File: src/rtl/lsu_pkg.sv
// Shared definitions for the load/store unit: FUNCT3 encodings, FSM states
// and the small per-access decode helpers used at request time.
package lsu_pkg;

  localparam logic [2:0] F3_B  = 3'b000;
  localparam logic [2:0] F3_H  = 3'b001;
  localparam logic [2:0] F3_W  = 3'b010;
  localparam logic [2:0] F3_BU = 3'b100;
  localparam logic [2:0] F3_HU = 3'b101;

  typedef enum logic [1:0] {
    REPOSO   = 2'd0,
    PETICION = 2'd1,
    FIN      = 2'd2
  } lsu_state_t;

  // Illegal FUNCT3 encodings are folded into the misaligned response.
  function automatic logic lsu_misaligned(input logic [2:0] f3, input logic [1:0] off);
    case (f3)
      F3_B, F3_BU: return 1'b0;
      F3_H, F3_HU: return off[0];
      F3_W:        return (off != 2'b00);
      default:     return 1'b1;
    endcase
  endfunction

  function automatic logic [3:0] lsu_byte_en(input logic [2:0] f3, input logic [1:0] off);
    case (f3[1:0])
      2'b00:   return 4'b0001 << off;
      2'b01:   return 4'b0011 << off;
      default: return 4'b1111;
    endcase
  endfunction

  function automatic logic [31:0] lsu_wdata(input logic [2:0] f3, input logic [31:0] d);
    case (f3[1:0])
      2'b00:   return {4{d[7:0]}};
      2'b01:   return {2{d[15:0]}};
      default: return d;
    endcase
  endfunction

endpackage

File: src/rtl/lsu_load_align.sv
// Combinational load extraction: picks the addressed byte/half out of the
// memory word and sign- or zero-extends it according to FUNCT3.
module lsu_load_align
  import lsu_pkg::*;
(
  input  logic [31:0] rdata_i,
  input  logic [2:0]  funct3_i,
  input  logic [1:0]  offset_i,
  output logic [31:0] data_o
);

  logic [7:0]  byte_v;
  logic [15:0] half_v;

  always_comb begin
    byte_v = rdata_i[{offset_i, 3'b000} +: 8];
    half_v = offset_i[1] ? rdata_i[31:16] : rdata_i[15:0];
    case (funct3_i)
      F3_B:    data_o = {{24{byte_v[7]}}, byte_v};
      F3_H:    data_o = {{16{half_v[15]}}, half_v};
      F3_BU:   data_o = {24'h0, byte_v};
      F3_HU:   data_o = {16'h0, half_v};
      default: data_o = rdata_i;
    endcase
  end

endmodule

File: src/rtl/load_store_unit.sv
// Single-outstanding load/store unit: REPOSO -> PETICION -> FIN handshake with
// memory. Define LSU_TIMEOUT_EN to abort requests after MAX_ESPERA wait cycles.
module load_store_unit
  import lsu_pkg::*;
#(
  parameter int MAX_ESPERA = 64
) (
  input  logic        CLK,
  input  logic        RST,
  input  logic        START,
  input  logic        ES_STORE,
  input  logic [2:0]  FUNCT3,
  input  logic [31:0] DIRECCION,
  input  logic [31:0] DATO_W,
  output logic        MEM_REQ,
  output logic        MEM_WE,
  output logic [31:0] MEM_ADDR,
  output logic [3:0]  MEM_BE,
  output logic [31:0] MEM_WDATA,
  input  logic        MEM_ACK,
  input  logic [31:0] MEM_RDATA,
  output logic [31:0] DATO_R,
  output logic        VALID,
  output logic        BUSY,
  output logic        ERR_ALINEACION,
  output logic        ERR_TIMEOUT
);

  if (MAX_ESPERA < 1) begin : g_bad_max_espera
    $error("MAX_ESPERA must be at least 1");
  end

  lsu_state_t  state_q;
  logic        es_store_q;
  logic [2:0]  funct3_q;
  logic [1:0]  off_q;
  logic [31:0] load_data;

`ifdef LSU_TIMEOUT_EN
  localparam int CNT_W = $clog2(MAX_ESPERA + 1);
  logic [CNT_W-1:0] cnt_q;
  logic             err_timeout_q;
  assign ERR_TIMEOUT = err_timeout_q;
`else
  assign ERR_TIMEOUT = 1'b0;
`endif

  lsu_load_align u_load_align (
    .rdata_i  (MEM_RDATA),
    .funct3_i (funct3_q),
    .offset_i (off_q),
    .data_o   (load_data)
  );

  always_ff @(posedge CLK) begin
    if (RST) begin
      state_q        <= REPOSO;
      es_store_q     <= 1'b0;
      funct3_q       <= 3'b000;
      off_q          <= 2'b00;
      MEM_REQ        <= 1'b0;
      MEM_WE         <= 1'b0;
      MEM_ADDR       <= 32'h0;
      MEM_BE         <= 4'h0;
      MEM_WDATA      <= 32'h0;
      DATO_R         <= 32'h0;
      VALID          <= 1'b0;
      BUSY           <= 1'b0;
      ERR_ALINEACION <= 1'b0;
`ifdef LSU_TIMEOUT_EN
      cnt_q          <= '0;
      err_timeout_q  <= 1'b0;
`endif
    end else begin
      // Completion flags are single-cycle pulses; FIN entry re-asserts them.
      VALID          <= 1'b0;
      ERR_ALINEACION <= 1'b0;
`ifdef LSU_TIMEOUT_EN
      err_timeout_q  <= 1'b0;
`endif
      case (state_q)
        REPOSO: begin
          if (START) begin
            es_store_q <= ES_STORE;
            funct3_q   <= FUNCT3;
            off_q      <= DIRECCION[1:0];
            BUSY       <= 1'b1;
            if (lsu_misaligned(FUNCT3, DIRECCION[1:0])) begin
              state_q        <= FIN;
              VALID          <= 1'b1;
              ERR_ALINEACION <= 1'b1;
              DATO_R         <= 32'h0;
            end else begin
              state_q   <= PETICION;
              MEM_REQ   <= 1'b1;
              MEM_WE    <= ES_STORE;
              MEM_ADDR  <= {DIRECCION[31:2], 2'b00};
              MEM_BE    <= lsu_byte_en(FUNCT3, DIRECCION[1:0]);
              MEM_WDATA <= lsu_wdata(FUNCT3, DATO_W);
`ifdef LSU_TIMEOUT_EN
              cnt_q     <= '0;
`endif
            end
          end
        end
        PETICION: begin
          if (MEM_ACK) begin
            state_q <= FIN;
            MEM_REQ <= 1'b0;
            VALID   <= 1'b1;
            DATO_R  <= es_store_q ? 32'h0 : load_data;
          end
`ifdef LSU_TIMEOUT_EN
          else if (cnt_q == CNT_W'(MAX_ESPERA - 1)) begin
            state_q       <= FIN;
            MEM_REQ       <= 1'b0;
            VALID         <= 1'b1;
            err_timeout_q <= 1'b1;
          end else begin
            cnt_q <= cnt_q + 1'b1;
          end
`endif
        end
        FIN: begin
          state_q <= REPOSO;
          BUSY    <= 1'b0;
        end
        default: begin
          state_q <= REPOSO;
          BUSY    <= 1'b0;
          MEM_REQ <= 1'b0;
        end
      endcase
    end
  end

endmodule

File: config.mk
export PLATFORM = sky130hd
export DESIGN_NAME = load_store_unit
export DESIGN_NICKNAME = d
export VERILOG_FILES = /design/src/rtl/lsu_pkg.sv /design/src/rtl/lsu_load_align.sv /design/src/rtl/load_store_unit.sv
export SDC_FILE = /design/constraint.sdc
export NUM_CORES = 1
export LEC_CHECK = 0
export CORE_MARGIN = 4
export CORE_UTILIZATION = 37
export DETAILED_ROUTE_END_ITERATION = 16
export MAX_ROUTING_LAYER = met4
export PLACE_DENSITY = 0.81
export SETUP_SLACK_MARGIN = 0.05
export SLEW_MARGIN = 20
export SYNTH_ARGS = -nofsm -noshare
export SYNTH_HDL_FRONTEND = slang
export SYNTH_SLANG_ARGS = --single-unit
File: constraint.sdc
create_clock -name CLK -period 2.74 [get_ports CLK]
set_input_delay 0.548 -clock CLK [delete_from_list [all_inputs] [get_ports CLK]]
set_output_delay 0.548 -clock CLK [all_outputs]
set_load 0.03 [all_outputs]
==> reports/results.tsv, run 1 <==
stage	metric	value	unit
outcome	status	finished clean	
placement	routability congestion estimate	0.9057	
power	Combinational Power Share	21.7	%
timing	Slew Limit Fails	0	
floorplanning	I/O Pins	210	
clocking	total CTS buffers	9	
placement	placed cell areas	7044	um2
power	Pwr Density	530.2	nW/um2
global_route	GRT Total Usage	20.58	%
timing	Final Cycle Share	79.00	%
clocking	TritonCTS Sinks	111	
critical_path	R2R cell count	4	
critical_path	Buf/Inv on CP	2	
logic_synthesis	Post-Synth Adder-Cell Area	0	%
floorplanning	DIE HEIGHT	122.4	um
critical_path	Reg-to-Reg End	DATO_R[22]	
min_path	Worst Hold Class	reg -> reg	
critical_path	crit end category	flip-flop	
global_route	first-pass GRT wire length	23670	um
critical_path	register-to-register setup slack	0.73	ns
critical_path	FF-to-FF Start	funct3_q[1]	
logic_synthesis	multiplexer share of the synthesized area	5.502	%
power	Power, Total	3888	uW
logic_synthesis	Seq cells post-synth	111	
timing	actual slew at the worst max-slew pin	0.6972	ns
critical_path	delay-heaviest family, CP	buffers and inverters	
global_route	vias in the first global route	4757	
critical_path	crit-path cells	clkdlybuf4s50_1 -> nor4_4 -> o21a_2 -> buf_12 -> nor2_1 -> a311oi_1	
cells_and_area	final core occ	57.64	%
timing	RSZ-0062 raised after global routing	no	
logic_synthesis	largest family of logic cells by synthesized area	compound AO/OA/AOI/OAI gates	
critical_path	maximum fanout along the worst path	83	
cells_and_area	nets	856	
clocking	clk_lat worst skew	0.35	ns
placement	Post-DP HPWL	11530	um
power	Clk pwr share	33.4	%
cells_and_area	final instance area	7333	um2
logic_synthesis	Cell Area, Synth	4843	um2
critical_path	Crit Path Category	in -> reg	
logic_synthesis	most used flip-flop cell after synthesis	dfxtp_1	
clocking	hold_buf cts	0	
global_route	largest net degree at the start of global routing	84	
logic_synthesis	Synth cell types	52	
logic_synthesis	Cells after Synth	565	
route	Via Count	4776	
route	residual DRC count	0	
critical_path	crit path launch type	primary input	
timing	Final min period	2.164	ns
route	DR iter-0 viols	332	
floorplanning	Horiz. Die Dim	122.4	um
route	DR WL/cell	16.61	um
floorplanning	# rows	41	
power	leakage power	0.002634	uW
clocking	worst-case clock buffer depth	2	
timing	hold slack	0.4560	ns
route	Initial DRT Pass Iterations	4	
cells_and_area	synthesis-to-finish area growth	51.41	%
timing	Max Fclk	0.4620	GHz
global_route	initial antenna violation count	0	
cells_and_area	ANT cells	0	
logic_synthesis	Post-synth EDFFs	0	
logic_synthesis	compound-gate portion of the synthesized area	24.54	%
logic_synthesis	Seq/Total Area, Yosys	45.88	%
route	Final ANT Viol Nets	0	
power	Switching Fraction	29.91	%
critical_path	CP required	3.00	ns
power	Max VDD drop	0.0003686	V
run	Max-Cap Viols	0	
clocking	CTS Root Cell	clkbuf_16	
critical_path	CP max stage delay	0.58	ns
logic_synthesis	asr flop ratio synth	0	%
placement	PortBufs	206	
logic_synthesis	Post-Synth XOR/XNOR Area	0	%
critical_path	critical path arrival	2.42	ns
floorplanning	core area	12720	um2
route	DR vias/cell	5.141	
clocking	Post-CTS Setup Bufs	0	
power	Reg power frac	44.9	%
logic_synthesis	Simple-Gate Fraction of Synth Area	18.26	%
floorplanning	Die ar.	14980	um2
clocking	CTS tree	built	
critical_path	slowest stage cell, crit path	clkdlybuf4s50_1	
timing	final setup vio count	0	
floorplanning	Initial Util	38.07	%
clocking	Reg clk slew, reported paths	0.08	ns
clocking	post-cts resize count	0	
timing	relative slew slack	53.52	%
cells_and_area	ratio of cells with drive above 1 in the final layout	6.473	%
min_path	Hold EP	MEM_ADDR[26]	
power	Sw Pwr	1163	uW
logic_synthesis	Synth Area per Inst	8.572	um2
logic_synthesis	Ys Warns	0	
min_path	HP Start	MEM_ADDR[26]	
min_path	hold path cells	2	
route	Routed Wire Length	15430	um
timing	Final TNS setup	0	ns
global_route	GRT overflow	0	
timing	Hold Vio Cnt, Final	0	
power	Internal	2725	uW
timing	clock skew	0.006122	ns
clocking	H-tree Lvls	3	
==> power groups by stage <==
| stage | Combinational, uW | Clock (uW) | Sequential, uW |
|---|---|---|---|
| 3_5_place_dp | 848 | 0 | 1780 |
| 5_1_grt | 907 | 1380 | 1760 |
| 3_3_place_gp | 835 | 0 | 1780 |
| 6_report | 846 | 1300 | 1750 |
| 2_1_floorplan | 327 | 0 | 1910 |
| 4_1_cts | 852 | 1320 | 1750 |
==> worst max path at each step <==
stage,from,depth (start not counted),end
floorplan,START,6,DATO_R[30]
CTS,DIRECCION[0],6,MEM_WDATA[18]
global route,DIRECCION[0],6,MEM_WDATA[10]
global placement,DIRECCION[0],6,MEM_WDATA[15]
finish,DIRECCION[0],6,MEM_WDATA[15]
detailed placement,DIRECCION[0],6,MEM_WDATA[12]
==> layout make-up <==
type                       count  area (um2)
clock buffer                   9       225.2
clock inverter                 7       63.81
fill                        1133        5389
inverter                      11       41.29
multi-input combinational    397        2364
sequential                   111        2222
tap                          172       215.2
timing repair buffer         222        2202
==> per-layer routing <==
| metal | up-vias | wire [um] | global-route usage, % |
|---|---|---|---|
| li1 | 2347 | - | - |
| met5 | - | 0 | - |
| met1 | 2215 | 6101 | 22.54 |
| met3 | 17 | 1702 | 8.065 |
| met2 | 197 | 7429 | 34.76 |
| met4 | 0 | 199 | 5.948 |
==> synth_stat cells (2+ instances only) <==
cell type	instances	area (um2)
a311oi_1	8	70.07
a21o_1	2	15.01
o22a_1	7	61.31
o22ai_1	10	62.56
nor2_1	25	93.84
buf_2	14	70.07
buf_4	4	30.03
buf_6	3	33.78
a211oi_1	11	82.58
nand2b_1	21	131.4
nor3b_1	2	15.01
a221oi_1	6	52.55
dfxtp_1	111	2222
nand3b_1	3	22.52
nor3_1	3	15.01
buf_1	3	11.26
mux2i_1	21	210.2
a22o_1	23	201.4
mux2_2	2	22.52
clkbuf_1	23	86.33
a2bb2oi_1	7	61.31
a21oi_1	64	320.3
o211ai_1	5	37.54
nor2b_1	3	18.77
o21ai_0	19	95.09
or3b_2	3	26.28
nand2_1	128	480.5
inv_1	10	37.54
==> placed cells by master, fill, tap and decap left out, types with 2 or more instances in the layout <==
cell type / n
nand2b_1: 21
conb_1: 3
a211oi_1: 11
inv_1: 10
nor3_1: 3
a22o_1: 23
a2bb2oi_1: 7
dfxtp_1: 111
a21o_1: 2
or3b_2: 3
nor2b_1: 3
a21oi_1: 64
o22a_1: 7
a311oi_1: 8
buf_4: 14
clkdlybuf4s50_1: 205
o22ai_1: 10
nor2_1: 25
o21ai_0: 19
nand2_1: 128
a221oi_1: 6
mux2_2: 2
nand3b_1: 3
o211ai_1: 5
clkbuf_16: 9
mux2i_1: 21
inv_8: 3
buf_12: 2
nor3b_1: 2
==> kinds of logic after synthesis <==
kind of cell | after synthesis
buffers and inverters | 59
AND/OR/NAND/NOR | 196
other | 1
AO/OA/AOI/OAI | 173
multiplexers | 25
flip-flops | 111
==> state kept, by name, summed over array words and instances, names as in the netlist <==
| name | count |
|---|---|
| DATO_R | 32 |
| MEM_WDATA | 32 |
| MEM_ADDR | 30 |
| MEM_BE | 4 |
| funct3_q | 3 |
| off_q | 2 |
| state_q | 2 |
| BUSY | 1 |
| ERR_ALINEACION | 1 |
| MEM_REQ | 1 |
| MEM_WE | 1 |
| VALID | 1 |
| es_store_q | 1 |
==> worst register-to-register path, stage by stage (launching register included) <==
cell and delay, ns:
dfxtp_1 0.69, clkinv_1 0.47, a221oi_4 0.39, buf_4 0.26, a22o_1 0.16
==> metrics by stage <==
step / instances / setup WS [ns]
final: 929 / 0.5755
after global routing: 929 / 0.3925
after CTS: 929 / 0.5790
after detailed placement: 913 / 0.1995
after global placement: 913 / 0.2959
after floorplan: 567 / 0.8274
Note: power is estimated with default switching activity, not from simulation.
==> inputs of run 2 (changes only) <==
--- a/config.mk
+++ b/config.mk
@@ -9,7 +9,7 @@
 export CORE_UTILIZATION = 37
 export DETAILED_ROUTE_END_ITERATION = 16
 export MAX_ROUTING_LAYER = met4
-export PLACE_DENSITY = 0.81
+export PLACE_DENSITY = 0.84
 export SETUP_SLACK_MARGIN = 0.05
 export SLEW_MARGIN = 20
 export SYNTH_ARGS = -nofsm -noshare
==> constraint.sdc (replaced) <==
create_clock -name CLK -period 1.8 [get_ports CLK]
set_input_delay 0.36 -clock CLK [delete_from_list [all_inputs] [get_ports CLK]]
set_output_delay 0.36 -clock CLK [all_outputs]
set_load 0.03 [all_outputs]
==> run 2 against run 1 <==
Net effect:
- die area stayed put
- first-iteration DRC count is 6.0% lower
- setup slack worse by 0.52 ns
- critical path type is now reg -> out
- largest power group unchanged
==> reports/results.tsv, run 2 (synthesized netlist as in run 1, its figures left out) <==
stage	metric	value	unit
clocking	CTS tree	built	
cells_and_area	most common cell after layout, fill and taps aside	nand2_1	
timing	Final Cycle Share	97.09	%
floorplanning	Horiz. Die Dim	122.4	um
placement	Cells after DPL	936	
global_route	GRT overflow	0	
timing	RSZ-0062 raised after global routing	yes	
clocking	Reg clk slew, reported paths	0.08	ns
timing	relative slew slack	64.62	%
cells_and_area	synthesis-to-finish area growth	60.06	%
global_route	vias in the first global route	4830	
critical_path	delay-heaviest family, CP	buffers and inverters	
cells_and_area	ANT cells	0	
critical_path	crit end category	primary output	
route	residual DRC count	0	
global_route	first-pass GRT wire length	24320	um
outcome	status	finished clean	
global_route	initial antenna violation count	0	
route	DR iter-0 viols	312	
critical_path	Crit Path Category	reg -> out	
floorplanning	# rows	41	
placement	PortBufs	206	
timing	Hold Vio Cnt, Final	0	
timing	Final TNS setup	0	ns
floorplanning	Initial Util	38.07	%
critical_path	crit path launch type	flip-flop	
critical_path	CP max stage delay	0.69	ns
timing	actual slew at the worst max-slew pin	0.5308	ns
run	Max-Cap Viols	0	
clocking	H-tree Lvls	3	
critical_path	slowest stage cell, crit path	clkdlybuf4s50_1	
global_route	largest net degree at the start of global routing	51	
placement	Post-DP HPWL	11680	um
min_path	HP Start	MEM_ADDR[15]	
timing	Max Fclk	0.5722	GHz
cells_and_area	largest registers	DATO_R: 32 flops, MEM_WDATA: 32 flops, MEM_ADDR: 30 flops	
power	Max VDD drop	0.0008137	V
timing	Final min period	1.748	ns
route	DR vias/cell	5.198	
floorplanning	core area	12720	um2
timing	hold slack	0.4514	ns
floorplanning	I/O Pins	210	
cells_and_area	nets	888	
cells_and_area	Non-Filler Instances	961	
floorplanning	DIE HEIGHT	122.4	um
power	Pwr Density	778.9	nW/um2
power	leakage power	0.003632	uW
placement	placed cell areas	7254	um2
cells_and_area	ratio of cells with drive above 1 in the final layout	11.53	%
min_path	Worst Hold Class	reg -> reg	
critical_path	register-to-register setup slack	0.09	ns
cells_and_area	final instance area	7752	um2
critical_path	maximum fanout along the worst path	2	
route	Via Count	4995	
clocking	clk_lat worst skew	0.37	ns
critical_path	CP startpoint	DATO_R[26]	
clocking	worst-case clock buffer depth	2	
critical_path	CP required	1.44	ns
route	Routed Wire Length	16530	um
critical_path	FF-to-FF Start	state_q[0]	
timing	Slew Limit Fails	0	
critical_path	critical path arrival	1.39	ns
power	Power, Total	6039	uW
clocking	TritonCTS Sinks	111	
route	Initial DRT Pass Iterations	5	
timing	final setup vio count	0	
clocking	total CTS buffers	9	
critical_path	crit-path cells	clkdlybuf4s50_1	
critical_path	Buf/Inv on CP	1	
route	DR WL/cell	17.20	um
floorplanning	Die ar.	14980	um2
global_route	GRT Total Usage	21.34	%
route	Final ANT Viol Nets	0	
clocking	CTS Root Cell	clkbuf_16	
placement	routability congestion estimate	0.8636	
timing	clock skew	0.01165	ns
cells_and_area	most frequent cells in the layout	nand2_1 (128), dfxtp_1 (108), clkdlybuf4s50_1 (102), dlygate4sd2_1 (76), a21oi_1 (64)	
run 2: changes by cell type in the layout (fill, tap and decap cells not counted), sizes merged:
cell	delta
dlygate4sd2	+76
buf	+28
clkdlybuf4s50	-103
clkbuf	+4
dlymetal6s2s	+27
run 2: layout make-up:
type / instances / area, um2
fillers: 1101 / 4970
inverters: 11 / 41.29
multi-input cells: 397 / 2402
clock buffers: 9 / 225.2
repair buffers: 254 / 2567
flip-flops and latches: 111 / 2228
well taps: 172 / 215.2
clock inverters: 7 / 72.57
run 2: metal layers:
layer	wire (um)	up-vias	GRT usage (%)	part of all wire [%]
li1	-	2411	-	-
met1	6582	2315	24.07	40
met2	7845	233	34.63	47
met3	1711	36	8.479	10
met4	390	0	7.138	2.4
met5	0	-	-	0
run 2: worst paths after layout:
check	end	depth (start not counted)
worst max-delay path	DATO_R[26]	1
worst min-delay path	MEM_ADDR[15]	2
worst max register to register	DATO_R[12]	5
worst min register to register	MEM_ADDR[15]	2
run 2: where the power goes:
group,switching [uW],internal [uW]
clock network,1020,984
logic,743,647
registers,68.5,2570
total,1830,4200
run 2: metrics by stage:
| stage | setup WS, ns | util (%) |
|---|---|---|
| after floorplan | 0.06799 | - |
| after global placement | -0.4212 | 57.02 |
| after detailed placement | -0.4403 | 57.02 |
| after CTS | 0.03944 | 58.86 |
| after global routing | 0.02295 | 60.94 |
| final | 0.05247 | 60.94 |
run 2: repair_timing:
item | in CTS | in global routing
pin swaps | 1 | 26
setup buffers | 1 | 3
setup endpoints to repair | 102 | 102
gates resized for setup | 79 | 37
hold buffers | 0 | 0
cloned | 0 | 5
==> inputs of run 3 (changes only) <==
--- a/config.mk
+++ b/config.mk
@@ -9,7 +9,7 @@
 export CORE_UTILIZATION = 37
 export DETAILED_ROUTE_END_ITERATION = 16
 export MAX_ROUTING_LAYER = met4
-export PLACE_DENSITY = 0.84
+export PLACE_DENSITY = 0.81
 export SETUP_SLACK_MARGIN = 0.05
 export SLEW_MARGIN = 20
 export SYNTH_ARGS = -nofsm -noshare
==> constraint.sdc (replaced) <==
create_clock -name CLK -period 2.1 [get_ports CLK]
set_input_delay 0.42 -clock CLK [delete_from_list [all_inputs] [get_ports CLK]]
set_output_delay 0.42 -clock CLK [all_outputs]
set_load 0.03 [all_outputs]
==> run 3 against run 2 <==
Net effect:
- sequential share of layout area rose by 0.69 points
- clock power fell by 10%
- setup slack improved by 0.15 ns
- worst hold slack improved by 0.0066 ns
==> reports/results.tsv, run 3 (synthesized netlist as in run 1, its figures left out) <==
stage	metric	value	unit
timing	Slew Limit Fails	0	
critical_path	CP startpoint	DIRECCION[0]	
route	Final ANT Viol Nets	0	
clocking	total CTS buffers	9	
clocking	hold_buf cts	0	
critical_path	Reg-to-Reg End	DATO_R[7]	
power	Reg power frac	43.4	%
route	DR WL/cell	16.92	um
floorplanning	I/O Pins	210	
cells_and_area	Non-Filler Instances	946	
route	Initial DRT Pass Iterations	4	
critical_path	crit path launch type	primary input	
critical_path	FF-to-FF Start	funct3_q[1]	
global_route	GR met3 Demand/Resource	7.235	%
timing	final setup vio count	0	
critical_path	maximum fanout along the worst path	39	
critical_path	critical path arrival	2.17	ns
clocking	Reg clk slew, reported paths	0.07	ns
timing	Final min period	1.900	ns
placement	Post-DP HPWL	12170	um
global_route	met2 Use GR	35.14	%
global_route	initial antenna violation count	0	
placement	routability congestion estimate	0.9663	
timing	Max Fclk	0.5262	GHz
outcome	status	finished clean	
power	Pwr Density	693.1	nW/um2
timing	actual slew at the worst max-slew pin	0.7196	ns
clocking	worst-case clock buffer depth	2	
floorplanning	core area	12720	um2
power	Switching Fraction	28.23	%
clocking	clk_lat worst skew	0.35	ns
timing	Final TNS setup	0	ns
timing	relative slew slack	52.03	%
timing	clock skew	0.009041	ns
power	leakage power	0.002740	uW
critical_path	CP required	2.37	ns
cells_and_area	nets	873	
route	Via Count	4905	
power	Internal	3755	uW
global_route	largest net degree at the start of global routing	68	
power	Sw Pwr	1477	uW
min_path	HP Start	MEM_ADDR[15]	
cells_and_area	largest registers	DATO_R: 32 flops, MEM_WDATA: 32 flops, MEM_ADDR: 30 flops	
power	Power, Total	5233	uW
global_route	GRT Total Usage	21.52	%
critical_path	crit end category	flip-flop	
route	residual DRC count	0	
route	DR iter-0 viols	235	
timing	Final Cycle Share	90.49	%
cells_and_area	most frequent cells in the layout	clkdlybuf4s50_1 (205), nand2_1 (128), dfxtp_1 (111), a21oi_1 (64), buf_4 (26)	
global_route	vias in the first global route	4905	
cells_and_area	final core occ	59.34	%
power	Combinational Power Share	22.2	%
timing	Hold Vio Cnt, Final	0	
run	Max-Cap Viols	0	
cells_and_area	synthesis-to-finish area growth	55.88	%
placement	Cells after DPL	929	
power	Max VDD drop	0.0004170	V
clocking	H-tree Lvls	3	
global_route	most used routing layer	met2	
floorplanning	Die ar.	14980	um2
cells_and_area	ratio of cells with drive above 1 in the final layout	8.527	%
min_path	hold path cells	2	
route	Routed Wire Length	16010	um
global_route	GR Util met1	23.92	%
min_path	Hold EP	MEM_ADDR[15]	
clocking	CTS Root Cell	clkbuf_16	
route	DR vias/cell	5.185	
timing	RSZ-0062 raised after global routing	no	
floorplanning	DIE HEIGHT	122.4	um
global_route	GRT overflow	0	
critical_path	Crit Path Category	in -> reg	
clocking	TritonCTS Sinks	111	
floorplanning	Initial Util	38.07	%
min_path	Worst Hold Class	reg -> reg	
power	Clk pwr share	34.4	%
critical_path	R2R cell count	4	
cells_and_area	ANT cells	0	
global_route	first-pass GRT wire length	24560	um
floorplanning	# rows	41	
critical_path	register-to-register setup slack	0.27	ns
floorplanning	Horiz. Die Dim	122.4	um
cells_and_area	most common cell after layout, fill and taps aside	clkdlybuf4s50_1	
clocking	CTS tree	built	
placement	PortBufs	206	
clocking	post-cts resize count	0	
run 3: cell types whose count changed in the layout (fill, tap and decap cells not counted), sizes merged:
cell,before,now
buf,45,34
dlymetal6s2s,27,0
clkinvlp,1,2
inv,14,12
clkdlybuf4s50,102,205
clkbuf,13,11
clkinv,3,1
bufinv,0,1
dlygate4sd2,76,0
run 3: power by group through the flow:
stage / Clock (uW) / Combinational (uW) / Sequential, uW
floorplan: 0 / 427 / 2490
global placement: 0 / 1140 / 2320
detailed placement: 0 / 1160 / 2320
CTS: 1840 / 1160 / 2270
global route: 1920 / 1240 / 2290
finish: 1800 / 1160 / 2270
run 3: worst max path at each step:
stage | end | slack [ns] | cells past startpoint
3_5_place_dp | DATO_R[28] | -0.18 | 5
5_1_grt | MEM_ADDR[27] | 0.11 | 8
3_3_place_gp | DATO_R[16] | -0.11 | 5
4_1_cts | DATO_R[24] | 0.14 | 3
2_1_floorplan | DATO_R[30] | 0.32 | 6
6_report | MEM_ADDR[27] | 0.20 | 8
run 3: final cells by class:
class / instances / area (um2)
clock buffers: 11 / 252.7
clock inverters: 5 / 62.56
fillers: 1135 / 5172
inverters: 11 / 41.29
multi-input cells: 397 / 2364
flip-flops and latches: 111 / 2222
well taps: 172 / 215.2
repair buffers: 239 / 2392
run 3: worst max-delay path, stage by stage:
cell	delay (ns)
clkdlybuf4s50_1	0.41
buf_4	0.17
nor4_4	0.34
o21a_2	0.24
buf_12	0.22
buf_12	0.15
nand2_1	0.06
a21oi_1	0.13
run 3: routing by layer:
layer / part of all wire, % / vias to the layer above
met5: 0 / -
met4: 3.0 / 0
met3: 10 / 35
met2: 48 / 211
met1: 39 / 2275
li1: - / 2384
run 3: what timing repair did:
action / CTS / global route
buffers inserted: 0 / 1
hold endpoints to repair: 0 / 0
endpoints found under the setup margin: 0 / 16
run 3: per-stage QoR:
| step | area (um2) | hold slack (ns) | setup slack (ns) |
|---|---|---|---|
| 5_1_grt | 7550 | 0.4798 | 0.1060 |
| 3_3_place_gp | 7214 | 0.4380 | -0.1133 |
| 2_1_floorplan | 4851 | 0.4402 | 0.3154 |
| 6_report | 7550 | 0.4580 | 0.1997 |
| 3_5_place_dp | 7214 | 0.4440 | -0.1847 |
| 4_1_cts | 7530 | 0.4601 | 0.1369 |
